$ cat config.mk
export PLATFORM = sky130hd
export DESIGN_NAME = uart_receiver_param_flat
export DESIGN_NICKNAME = d
export VERILOG_FILES = /design/src/rtl/uart_receiver_param_if.sv /design/src/rtl/uart_receiver_param.sv /design/src/flat_wrapper.sv
export SDC_FILE = /design/constraint.sdc
export NUM_CORES = 1
export LEC_CHECK = 0
export BUFFER_PORTS_ARGS = -buffer_cell sky130_fd_sc_hd__buf_2
export CORE_UTILIZATION = 30
export CTS_CLUSTER_DIAMETER = 100
export CTS_CLUSTER_SIZE = 10
export DETAILED_ROUTE_END_ITERATION = 10
export PLACE_DENSITY = 0.55
export REMOVE_ABC_BUFFERS = 1
export SETUP_SLACK_MARGIN = 0.2
export SLEW_MARGIN = 10
export SYNTH_ARGS = -nofsm -noshare
export SYNTH_HDL_FRONTEND = slang
export SYNTH_SLANG_ARGS = --single-unit
$ cat constraint.sdc
create_clock -name i_CLK -period 2.6 [get_ports i_CLK]
set_clock_uncertainty 0.1 [all_clocks]
set_input_delay 0.26 -clock i_CLK [delete_from_list [all_inputs] [get_ports i_CLK]]
set_output_delay 0.26 -clock i_CLK [all_outputs]
set_load 0.01 [all_outputs]
$ cat src/rtl/uart_receiver_param_if.sv
// Pad-side / consumer-side signal bundle for the parametrised UART receiver.
// The receiver attaches as slave; the line driver and byte consumer use master.
`timescale 1ns/1ps
interface uart_receiver_param_if #(
    parameter int unsigned DATA_BITS = 8
);
    logic                 i_RX;
    logic [DATA_BITS-1:0] o_DATA;
    logic                 o_RX_DONE;
    logic                 o_PARITY_ERR;
    logic                 o_FRAME_ERR;
    logic                 o_BUSY;

    modport master (
        output i_RX,
        input  o_DATA, o_RX_DONE, o_PARITY_ERR, o_FRAME_ERR, o_BUSY
    );

    modport slave (
        input  i_RX,
        output o_DATA, o_RX_DONE, o_PARITY_ERR, o_FRAME_ERR, o_BUSY
    );
endinterface

$ cat src/rtl/uart_receiver_param.sv
// Oversampling UART receiver: 2-flop synchroniser, mid-bit sampling, false-start
// rejection, optional parity, 1 or 2 checked stop bits, break lockout after a framing error.
`timescale 1ns/1ps
module uart_receiver_param #(
    parameter int unsigned CLKS_PER_BIT = 16,
    parameter int unsigned DATA_BITS    = 8,
    parameter int unsigned PARITY_EN    = 0,
    parameter int unsigned PARITY_ODD   = 0,
    parameter int unsigned STOP_BITS    = 1
) (
    input logic                  i_CLK,
    input logic                  i_RST,
    uart_receiver_param_if.slave bus
);
    localparam int unsigned CW = $clog2(CLKS_PER_BIT);
    localparam int unsigned BW = $clog2(DATA_BITS + 1);

    localparam logic [CW-1:0] CNT_HALF = CW'(CLKS_PER_BIT / 2 - 1);
    localparam logic [CW-1:0] CNT_LAST = CW'(CLKS_PER_BIT - 1);
    localparam logic [BW-1:0] LAST_DATA = BW'(DATA_BITS - 1);
    localparam logic [BW-1:0] LAST_STOP = BW'(STOP_BITS - 1);

    localparam logic [2:0] S_IDLE   = 3'd0;
    localparam logic [2:0] S_START  = 3'd1;
    localparam logic [2:0] S_DATA   = 3'd2;
    localparam logic [2:0] S_PARITY = 3'd3;
    localparam logic [2:0] S_STOP   = 3'd4;
    localparam logic [2:0] S_BREAK  = 3'd5;

    logic                 sync1, rx_s;
    logic [2:0]           state, state_n;
    logic [CW-1:0]        clk_cnt, clk_cnt_n;
    logic [BW-1:0]        bit_cnt, bit_cnt_n;
    logic [DATA_BITS-1:0] shift, shift_n;
    logic                 par_acc, par_acc_n;
    logic                 par_bad, par_bad_n;
    logic                 ferr_acc, ferr_acc_n;
    logic                 stop_bad;
    logic [DATA_BITS-1:0] data_q, data_n;
    logic                 done_q, done_n;
    logic                 perr_q, perr_n;
    logic                 ferr_q, ferr_n;
    logic                 busy_q, busy_n;

    // Line synchroniser; resets to idle-high so reset never looks like a start bit.
    always_ff @(posedge i_CLK or posedge i_RST) begin
        if (i_RST) begin
            sync1 <= 1'b1;
            rx_s  <= 1'b1;
        end else begin
            sync1 <= bus.i_RX;
            rx_s  <= sync1;
        end
    end

    // State and datapath registers.
    always_ff @(posedge i_CLK or posedge i_RST) begin
        if (i_RST) begin
            state    <= S_IDLE;
            clk_cnt  <= '0;
            bit_cnt  <= '0;
            shift    <= '0;
            par_acc  <= 1'b0;
            par_bad  <= 1'b0;
            ferr_acc <= 1'b0;
            data_q   <= '0;
            done_q   <= 1'b0;
            perr_q   <= 1'b0;
            ferr_q   <= 1'b0;
            busy_q   <= 1'b0;
        end else begin
            state    <= state_n;
            clk_cnt  <= clk_cnt_n;
            bit_cnt  <= bit_cnt_n;
            shift    <= shift_n;
            par_acc  <= par_acc_n;
            par_bad  <= par_bad_n;
            ferr_acc <= ferr_acc_n;
            data_q   <= data_n;
            done_q   <= done_n;
            perr_q   <= perr_n;
            ferr_q   <= ferr_n;
            busy_q   <= busy_n;
        end
    end

    // Next-state and next-output logic.
    always_comb begin
        state_n    = state;
        clk_cnt_n  = clk_cnt + CW'(1);
        bit_cnt_n  = bit_cnt;
        shift_n    = shift;
        par_acc_n  = par_acc;
        par_bad_n  = par_bad;
        ferr_acc_n = ferr_acc;
        data_n     = data_q;
        done_n     = 1'b0;
        perr_n     = perr_q;
        ferr_n     = ferr_q;
        stop_bad   = ferr_acc | ~rx_s;

        case (state)
            S_IDLE: begin
                clk_cnt_n = '0;
                if (!rx_s) begin
                    state_n    = S_START;
                    bit_cnt_n  = '0;
                    par_acc_n  = 1'b0;
                    par_bad_n  = 1'b0;
                    ferr_acc_n = 1'b0;
                end
            end
            S_START: begin
                if (clk_cnt == CNT_HALF) begin
                    clk_cnt_n = '0;
                    bit_cnt_n = '0;
                    state_n   = rx_s ? S_IDLE : S_DATA;
                end
            end
            S_DATA: begin
                if (clk_cnt == CNT_LAST) begin
                    clk_cnt_n = '0;
                    shift_n   = {rx_s, shift[DATA_BITS-1:1]};
                    par_acc_n = par_acc ^ rx_s;
                    if (bit_cnt == LAST_DATA) begin
                        bit_cnt_n = '0;
                        state_n   = (PARITY_EN != 0) ? S_PARITY : S_STOP;
                    end else begin
                        bit_cnt_n = bit_cnt + BW'(1);
                    end
                end
            end
            S_PARITY: begin
                if (clk_cnt == CNT_LAST) begin
                    clk_cnt_n = '0;
                    bit_cnt_n = '0;
                    par_bad_n = par_acc ^ rx_s ^ (PARITY_ODD != 0);
                    state_n   = S_STOP;
                end
            end
            S_STOP: begin
                if (clk_cnt == CNT_LAST) begin
                    clk_cnt_n  = '0;
                    ferr_acc_n = stop_bad;
                    if (bit_cnt == LAST_STOP) begin
                        // Publish the frame on the cycle after the last stop sample.
                        bit_cnt_n = '0;
                        data_n    = shift;
                        done_n    = 1'b1;
                        perr_n    = par_bad;
                        ferr_n    = stop_bad;
                        state_n   = stop_bad ? S_BREAK : S_IDLE;
                    end else begin
                        bit_cnt_n = bit_cnt + BW'(1);
                    end
                end
            end
            S_BREAK: begin
                clk_cnt_n = '0;
                if (rx_s) state_n = S_IDLE;
            end
            default: begin
                clk_cnt_n = '0;
                state_n   = S_IDLE;
            end
        endcase

        busy_n = (state_n != S_IDLE);
    end

    assign bus.o_DATA       = data_q;
    assign bus.o_RX_DONE    = done_q;
    assign bus.o_PARITY_ERR = perr_q;
    assign bus.o_FRAME_ERR  = ferr_q;
    assign bus.o_BUSY       = busy_q;
endmodule

$ cat src/flat_wrapper.sv
// flat-port wrapper written by rule: the top's interface ports become plain ports
module uart_receiver_param_flat 
#(
    parameter int unsigned CLKS_PER_BIT = 16,
    parameter int unsigned DATA_BITS    = 8,
    parameter int unsigned PARITY_EN    = 0,
    parameter int unsigned PARITY_ODD   = 0,
    parameter int unsigned STOP_BITS    = 1
)
  (i_CLK, i_RST, bus_i_RX, bus_o_DATA, bus_o_RX_DONE, bus_o_PARITY_ERR, bus_o_FRAME_ERR, bus_o_BUSY);
  uart_receiver_param_if #(.DATA_BITS(DATA_BITS)) bus_i ();
  input logic i_CLK;
  input logic i_RST;
  input wire logic [$bits(bus_i.i_RX)-1:0] bus_i_RX;
  output wire logic [$bits(bus_i.o_DATA)-1:0] bus_o_DATA;
  output wire logic [$bits(bus_i.o_RX_DONE)-1:0] bus_o_RX_DONE;
  output wire logic [$bits(bus_i.o_PARITY_ERR)-1:0] bus_o_PARITY_ERR;
  output wire logic [$bits(bus_i.o_FRAME_ERR)-1:0] bus_o_FRAME_ERR;
  output wire logic [$bits(bus_i.o_BUSY)-1:0] bus_o_BUSY;
  assign bus_i.i_RX = bus_i_RX;
  assign bus_o_DATA = bus_i.o_DATA;
  assign bus_o_RX_DONE = bus_i.o_RX_DONE;
  assign bus_o_PARITY_ERR = bus_i.o_PARITY_ERR;
  assign bus_o_FRAME_ERR = bus_i.o_FRAME_ERR;
  assign bus_o_BUSY = bus_i.o_BUSY;
  uart_receiver_param #(.CLKS_PER_BIT(CLKS_PER_BIT), .DATA_BITS(DATA_BITS), .PARITY_EN(PARITY_EN), .PARITY_ODD(PARITY_ODD), .STOP_BITS(STOP_BITS)) u_core (.i_CLK(i_CLK), .i_RST(i_RST), .bus(bus_i));
endmodule
Yosys cells after proc, flatten, opt, wreduce, memory -nomap -nowiden
Index checks and enable logic that the tools add are counted.

storage, ports and cells
  flip-flop bits (word level) = 36
  bits in latches = 0
  bits in writable memories = 0
  ROM bits = 0
  input bits = 3
  output and inout bits = 12
  word-level logic and storage cells = 77
  memories = 0

operators by class
  add/sub/neg operators = 2
  multipliers = 0
  div/mod/pow operators = 0
  magnitude comparators = 0
  equality and inequality tests = 13
  shift operators = 0
  muxes and demuxes = 31
  bitwise logic cells = 3
  reductions and logical operators = 14

operators with widths
  kind                                                                     count
  4-bit 2-to-1 mux                                                         9
  3-bit 2-to-1 mux                                                         9
  4-bit case mux with 5 select lines                                       1
  3-bit case mux with 6 select lines                                       1
  3-bit AND reduction                                                      4
  4-bit by 1-bit adder with 4-bit output, second input constant            2
  4-bit by 3-bit equality test with 1-bit output, second input constant    2
  2-bit by 1-bit inequality test with 1-bit output, second input constant  4
  4-bit case mux with 2 select lines                                       1
  3-bit by 2-bit equality test with 1-bit output, second input constant    2
  3-bit equality test, second input constant                               2
  1-bit 2-to-1 mux                                                         6
  1-bit case mux with 2 select lines                                       3
  6-bit AND reduction                                                      1
  2-bit nonzero test                                                       3
  5-bit nonzero test                                                       1
  4-bit equality test, second input constant                               1
  4-bit zero test                                                          1
  3-bit by 1-bit equality test with 1-bit output, second input constant    1
  3-bit zero test                                                          1
  3-bit nonzero test                                                       1
  3-bit OR reduction                                                       1
  2-bit 2-to-1 mux                                                         1
  2-bit inequality test, second input constant                             1
  other kinds (4)                                                          4

Logic depth before layout (Yosys ltp)
Gate-level depths: netlist of the first run.

  depth in word-level cells = 7
  gate-level depth with buffers = 6
  gate-level depth less buffers = 6

Worst setup path before layout of the first run
Ideal clock, no wire load.

  path type = register -> register
  start point = register u_core.rx_s
  end point = register u_core.busy_q, in the netlist u_core.bus.o_BUSY
  library setup time = 139 ps
  data arrival time = 1679 ps
  data required time = 2361 ps
  setup slack = 682 ps
  stages on the path, launching flop included = 6
  buffers on the path = 1
  clock period less this slack = 1918 ps
  cells stage by stage = dfstp_2 -> buf_2 -> nor2b_1 -> nand3_2 -> a211o_1 -> or4b_1

between the ends
  word-level cells in the longest chain between the ends = 7
  elaborated cells on any way between the ends = 11
  classes of those cells = mux (8); bitwise (2); reduce/logical (1)

ends and longest elaborated chain
  item                                  RTL line                    source
  start, declared                       uart_receiver_param.sv:30   logic sync1, rx_s;
  start signal, assigned                uart_receiver_param.sv:52   rx_s <= sync1;
  1-bit inverter                        uart_receiver_param.sv:100  stop_bad = ferr_acc | ~rx_s;
  1-bit bitwise OR                      uart_receiver_param.sv:100
  3-bit 2-to-1 mux                      uart_receiver_param.sv:152  state_n = stop_bad ? S_BREAK : S_IDLE;
  3-bit 2-to-1 mux                      uart_receiver_param.sv:145  if (bit_cnt == LAST_STOP) begin
  3-bit 2-to-1 mux                      uart_receiver_param.sv:142  if (clk_cnt == CNT_LAST) begin
  3-bit case mux with 6 select lines *  uart_receiver_param.sv:102  case (state)
  net u_core.state_n[2]                 uart_receiver_param.sv:31   logic [2:0] state, state_n;
  3-bit nonzero test *                  uart_receiver_param.sv:168  busy_n = (state_n != S_IDLE);
  net u_core.busy_n                     uart_receiver_param.sv:43   logic busy_q, busy_n;
  end signal, assigned                  uart_receiver_param.sv:83   busy_q <= busy_n;
  end, declared                         uart_receiver_param.sv:43

The timed path passes the listed nets; every way through them passes the cells marked *.
A chain may end at the register's enable or synchronous reset.

Worst setup path in the final report of the first run
  start point = register u_core.state[1]
  end point = register u_core.bit_cnt[3]

between the ends
  word-level cells in the longest chain between the ends = 3
  elaborated cells on any way between the ends = 13
  classes of those cells = eq/ne (9); mux (1); reduce/logical (3)

ends and longest elaborated chain
  item                                                                    RTL line                    source
  start, declared                                                         uart_receiver_param.sv:31
  start signal, assigned                                                  uart_receiver_param.sv:72   state <= state_n;
  3-bit by 1-bit equality test with 1-bit output (tied with other cells)  uart_receiver_param.sv:102
  5-bit nonzero test (no line) (tied with other cells)                    --
  6-bit AND reduction (no line)                                           --
  end signal, assigned                                                    uart_receiver_param.sv:74   bit_cnt <= bit_cnt_n;
  end, declared                                                           uart_receiver_param.sv:33   logic [BW-1:0] bit_cnt, bit_cnt_n;

Parallel ways exist; a longest one is shown, timed or not.

==> results of run 1 <==
layer usage:
metal  up-vias  global-route usage (%)  wire [µm]
met5         -                       0          0
li1        566                       -          -
met1       594                    14.4       1440
met4         0                    4.53         46
met2        30                    20.4       1620
met3         7                    3.18        126
cell usage in the layout (no fill, tap or decap), types with 3 or more instances in the layout:
cell type  count
nand2b_1       3
buf_2         14
dfrtp_1       34
a21oi_1        5
nand2_1        3
clkbuf_8       5
mux2_2        17
ha_1           3
nor2b_1        3
inv_1          8
nor2_1        12
o21ai_0        7
nand3_1        7
a22o_1         3
registers in the layout (all words and copies together), names as in the netlist:
| signal | flops |
|---|---|
| u_core.bus.o_RX_DONE | 1 |
| u_core.sync1 | 1 |
| u_core.bus.o_FRAME_ERR | 1 |
| u_core.bus.o_BUSY | 1 |
| u_core.bus.o_DATA | 8 |
| u_core.shift | 8 |
| u_core.par_bad | 1 |
| u_core.clk_cnt | 4 |
| u_core.state | 3 |
| u_core.rx_s | 1 |
| u_core.bus.o_PARITY_ERR | 1 |
| u_core.bit_cnt | 4 |
| u_core.ferr_acc | 1 |
| u_core.par_acc | 1 |
logic make-up (layout without fill, tap and decap cells):
kind of cell	after synthesis	after routing	synth area share (%)
and+or+nand+nor	47	47	16.0
DFF	36	36	53.0
AOI/OAI and AO/OA	27	27	10.8
muxes	19	19	12.4
buffers and inverters	15	34	3.97
adders and majority gates	3	3	2.20
xor gates and xnor gates	3	3	1.54
final cells by class:
type / instances / area [µm²]
clock buffers: 5 / 68.8
clock inverters: 3 / 21.3
fillers: 558 / 3520
inverters: 8 / 30.0
multi-input cells: 99 / 732
flip-flops and latches: 36 / 903
well taps: 72 / 90.1
repair buffers: 18 / 105
through the flow:
stage	cell area [µm²]	total power, µW	util (%)	worst slack [ns]
6_report	1950	1630	35.6	0.504
5_1_grt	1950	1750	35.6	0.339
4_1_cts	1950	1650	35.6	0.528
3_5_place_dp	1840	1240	33.6	0.556
3_3_place_gp	1840	1210	33.6	0.630
2_1_floorplan	1670	1120	-	0.573
worst max-delay path: stages, from the launching register on:
cell      delay (ns)
dfrtp_1         0.56
nor3b_1         0.53
a32oi_1         0.21
a21boi_0        0.41
a22o_1          0.23
repair_timing:
item                                    CTS  global route
resized for setup                         0             0
endpoints found under the setup margin    0             0
hold endpoints to repair                 35             0
hold buffers                              2             0
power breakdown:
| group | internal (µW) | total (µW) | switching [µW] | leakage (µW) |
|---|---|---|---|---|
| combinational | 212 | 441 | 229 | 0.000441 |
| clock | 190 | 396 | 207 | 0.0000445 |
| sequential | 662 | 791 | 129 | 0.000470 |
final timing paths:
check | from | end | slack (ns) | depth (start not counted)
setup / recovery | u_core.state[1]$_DFF_PP0_ | u_core.bit_cnt[3]$_DFFE_PP0P_ | 0.50 | 4
hold / removal | u_core.sync1$_DFF_PP1_ | u_core.rx_s$_DFF_PP1_ | 0.27 | 0
setup reg to reg | u_core.state[1]$_DFF_PP0_ | u_core.bit_cnt[3]$_DFFE_PP0P_ | 0.50 | 4
hold reg to reg | u_core.sync1$_DFF_PP1_ | u_core.rx_s$_DFF_PP1_ | 0.27 | 0
max in group asynchronous | i_RST | u_core.rx_s$_DFF_PP1_ | 1.56 | 4
min in group asynchronous | i_RST | u_core.bus.o_RX_DONE$_DFF_PP0_ | 0.50 | 4
==> impl_results.md, run 1 <==
* Top-count cell post-synth: dfrtp_1
* Hold Fails Final Rpt at 0
* Root Buffer: clkbuf_8
* Crit path max fanout at 17
* Ys async rst share at 100%
* Tmin final at 2.10 ns
* Clk Latency, worst-skew pair at 0.29 ns
* Top Ports at 15
* Data required, critical path at 2.73 ns
* Post-CTS Setup Inserts at 0
* Final period util at between 80 and 90%
* Most used DFF post-synth: dfrtp_1
* Initial antenna violation count at 0
* Post-synth top area share at 50.0%
* Worst Path Arrival at 2.22 ns
* Fin Hold WS at 0.268 ns
* Total die area at roughly 0.0060 mm²
* Non-Filler Instances at 241
* Worst-Margin Slew at about 0.52 ns
* Power Density at 835 mW/mm²
* RSZ-0062 raised after global routing: false
* CTS sink count at 36
* Via count at approximately 1,200
* Final #Nets at 174
* Syn avg cell area at 11.4 µm²
* Post-synthesis cell count at 150
* WL/cell at 13.4 µm
* Hpwl dp at ~2300 µm
* Outcome: finished clean
* Max-Slew Margin vs Limit at 65.4%
* Die X at 77.3 µm
* VDD IR max at 0.365 mV
* Core Box Area at 0.00547 mm²
* Top cells by count, synth: dfrtp_1 (34), mux2_2 (17), nor2_1 (12)
* First-pass GRT wire length at 5620 µm
* Final TNS setup at 0 ns
* Startpoint Class: flop
* CTS clk-pin slew, worst paths at 0.08 ns
* Initial DRC count at 62
* Mapped cell area at 0.00170 mm²
* Slew Viols, Final at 0
* Worst setup path category: flop to flop
* Rows at 27
* Synth area leaders: dfrtp_1 (50%), mux2_2 (11%), dfstp_2 (3.1%)
* Placer Congestion at ~0.85
* CP Capture Type: flop
* Max clock buf depth at 2
* Max Fclk at 477 MHz
* CTS Buf Count at 5
* Initial Utilization at 31.1%
* Global-route usage over all layers at 11.9%
* Ys Warns at 0
* DIE HEIGHT at 77.3 µm
* Diode count at 0
* Port-buffer cells at 14
* Finish-stage setup viols at 0
* Drt drc at 0
* Pin count of the biggest net entering global routing at 37
* Hold Crit Class: flop to flop
* CTS tree: done
* LEAKAGE at 0.000956 µW
* H-tree Lvls at 2
* Flops & latches, synth at 36
* DRT Wirelength at 3240 µm
* Synth-to-Final Area Change at 14.5%
* Inst Count DP at 231
* TritonRoute pass-1 iters at 4
* Post-synth EDFFs at 0
* Post-route ant nets at 0
* MaxCap Viol Count at 0
* Via count of the first global-routing pass at approximately 1,200
* Share of cells above drive strength 1 at 29.0%
* Seq/Total Area, Yosys at a little over half
* Cell taking the most area after synthesis: dfrtp_1
* Post-synth cell types at 41
* Vias per cell at 4.97
* Total gr overflow at 0
Power figures use the tool's default switching activity.
==> run 2, diff against run 1 <==
--- a/config.mk
+++ b/config.mk
@@ -10,7 +10,7 @@
 export CTS_CLUSTER_DIAMETER = 100
 export CTS_CLUSTER_SIZE = 10
 export DETAILED_ROUTE_END_ITERATION = 10
-export PLACE_DENSITY = 0.55
+export PLACE_DENSITY = 0.56
 export REMOVE_ABC_BUFFERS = 1
 export SETUP_SLACK_MARGIN = 0.2
 export SLEW_MARGIN = 10
==> constraint.sdc (replaced) <==
create_clock -name i_CLK -period 1.9 [get_ports i_CLK]
set_clock_uncertainty 0.1 [all_clocks]
set_input_delay 0.19 -clock i_CLK [delete_from_list [all_inputs] [get_ports i_CLK]]
set_output_delay 0.19 -clock i_CLK [all_outputs]
set_load 0.01 [all_outputs]
==> impl_results.md, run 2 (synthesis results as in run 1) <==
* Via count at 1,307
* Diode count at 0
* Worst-path cell chain: inv_2 > ha_4 > nor3b_4 > nand3_2 > a211o_1 > or4b_1
* Port-buffer cells at 14
* Initial antenna violation count at 0
* RSZ-0062 raised after global routing: true
* Fin util at 45.0%
* Final TNS setup at -0.0767 ns
* CTS sink count at 36
* Top Ports at 15
* Die X at 77.3 µm
* LEAKAGE at 0.00120 µW
* Root Buffer: clkbuf_8
* Tmin final at 1.98 ns
* Final #Nets at 208
* Design Power at ~2800 µW
* Reg2reg start: u_core.bit_cnt[0]$_DFFE_PP0P_
* Worst setup path category: flop to flop
* Outcome: complete, but fails checks
* Vias per cell at between 4 and 5
* Worst-Margin Slew at between 0.4 and 0.5 ns
* Data required, critical path at between 1.5 and 2 ns
* Failing checks: negative setup slack
* TritonRoute pass-1 iters at 4
* Hold Fails Final Rpt at 0
* Rows at 27
* Worst Hold Path EP: u_core.rx_s$_DFF_PP1_
* RR Endpoint: u_core.bus.o_BUSY$_DFF_PP0_
* CTS clk-pin slew, worst paths at 0.08 ns
* # fillers at 505
* Sw Ratio at 34.7%
* WL/cell at 14.4 µm
* Pre-CTS WS at -0.0691 ns
* Finish-stage setup viols at 1
* Synth-to-Final Area Change at 44.7%
* FF-to-FF setup slack at -0.08 ns
* Max incr delay on CP at 0.48 ns
* Pin count of the biggest net entering global routing at 37
* Comb pwr share at 42.8%
* Non-Filler Instances at 275
* DRT Wirelength at about 4000 µm
* Total gr overflow at 0
* Sequential cell area at 906 µm²
* Max Fclk at 506 MHz
* Inst Count DP at approximately 250
* HP Start: u_core.sync1$_DFF_PP1_
* MaxCap Viol Count at 0
* Slew Viols, Final at 0
* First-pass GRT wire length at 6190 µm
* Setup ws final at -0.0767 ns
* Initial DRC count at between 100 and 150
* VDD IR max at 0.597 mV
* Crit path max fanout at 2
* Max-Slew Margin vs Limit at roughly two thirds
* Global-route usage over all layers at 13.6%
* Most common cell after layout, fill and taps aside: dfrtp_1
* Area taken by multi-input logic gates at 930 µm²
* Final period util at 104%
* CP Capture Type: flop
* Hold Crit Class: flop to flop
* Worst Path Arrival at approximately 2 ns
* CTS tree: done
* Power Density at between 1000 and 1500 mW/mm²
* Startpoint Class: flop
* Placer Congestion at 0.824
* Hpwl dp at 2300 µm
* Total die area at 0.00598 mm²
* Worst Hold Path Cells at 0
* Slowest CP cell: or4b_1
* Most frequent cells in the layout: dfrtp_1 (32), buf_4 (23), buf_2 (14)
* Clock power share at 19.8%
* Max clock buf depth at 2
* Core Box Area at 0.00547 mm²
* Via count of the first global-routing pass at between 1,000 and 1,500
* Switch Pwr at 978 µW
* Clk Latency, worst-skew pair at between 0.2 and 0.3 ns
* H-tree Lvls at 2
* Share of cells above drive strength 1 at roughly 52%
* Drt drc at 0
* Flop pwr share at 37.3%
* P_int at 1840 µW
* Post-route ant nets at 0
* DIE HEIGHT at approximately 77 µm
* Initial Utilization at between 30% and 40%
* CTS Buf Count at 5
* Reg2reg path depth at 6
## run 2: worst max-delay path by stage
stage | endpoint | start | cells after the start
after floorplan | u_core.bus.o_BUSY$_DFF_PP0_ | u_core.clk_cnt[0]$_DFF_PP0_ | 5
after global placement | u_core.bus.o_BUSY$_DFF_PP0_ | u_core.bit_cnt[0]$_DFFE_PP0P_ | 6
after detailed placement | u_core.bus.o_BUSY$_DFF_PP0_ | u_core.bit_cnt[0]$_DFFE_PP0P_ | 6
after CTS | u_core.bus.o_BUSY$_DFF_PP0_ | u_core.bit_cnt[1]$_DFFE_PP0P_ | 6
after global routing | u_core.bus.o_BUSY$_DFF_PP0_ | u_core.bit_cnt[0]$_DFFE_PP0P_ | 6
final | u_core.bus.o_BUSY$_DFF_PP0_ | u_core.bit_cnt[0]$_DFFE_PP0P_ | 6
## run 2: routing by layer
metal  share of wire (%)  track usage, %
met5                   0               0
met4                 2.7            8.30
met3                 3.5            4.00
met2                  46            19.9
met1                  48            17.7
## run 2: power groups by stage
stage | combinational (µW) | clock, µW | sequential, µW
floorplan | 489 | 0 | 1050
detailed placement | 841 | 0 | 1020
global placement | 832 | 0 | 1020
CTS | 993 | 581 | 1020
global route | 1330 | 629 | 1070
finish | 1210 | 559 | 1050
## run 2: cell type report
class | instances | share of cell area (%)
clock buffer | 5 | 2.79
clock inverter | 3 | 0.964
inverter | 8 | 1.22
multi-input combinational | 99 | 37.7
sequential | 36 | 36.8
tap | 72 | 3.65
timing repair buffer | 52 | 16.9
## run 2: stage by stage
step	area, µm²	hold WS (ns)
CTS	2260	0.264
global placement	2010	0.203
floorplan	1670	0.0945
detailed placement	2010	0.201
finish	2460	0.262
global route	2460	0.268
## run 2: critical path, delay by kind of cell (launching register included)
| kind | cells | cell delay (ns) |
|---|---|---|
| AO/OA/AOI/OAI | 1 | 0.32 |
| adder cells (fa/ha/maj) | 1 | 0.13 |
| buffers and inverters | 1 | 0.09 |
| flip-flops | 1 | 0.40 |
| AND/OR/NAND/NOR | 3 | 0.80 |
## run 2: what timing repair did
action / 4_1_cts / 5_1_grt
hold endpoints to repair: 35 / 0
endpoints found under the setup margin: 21 / 25
buffers inserted: 5 / 5
hold buffers: 2 / 0
pin swaps: 6 / 10
cloned: 0 / 1
resized for setup: 27 / 41
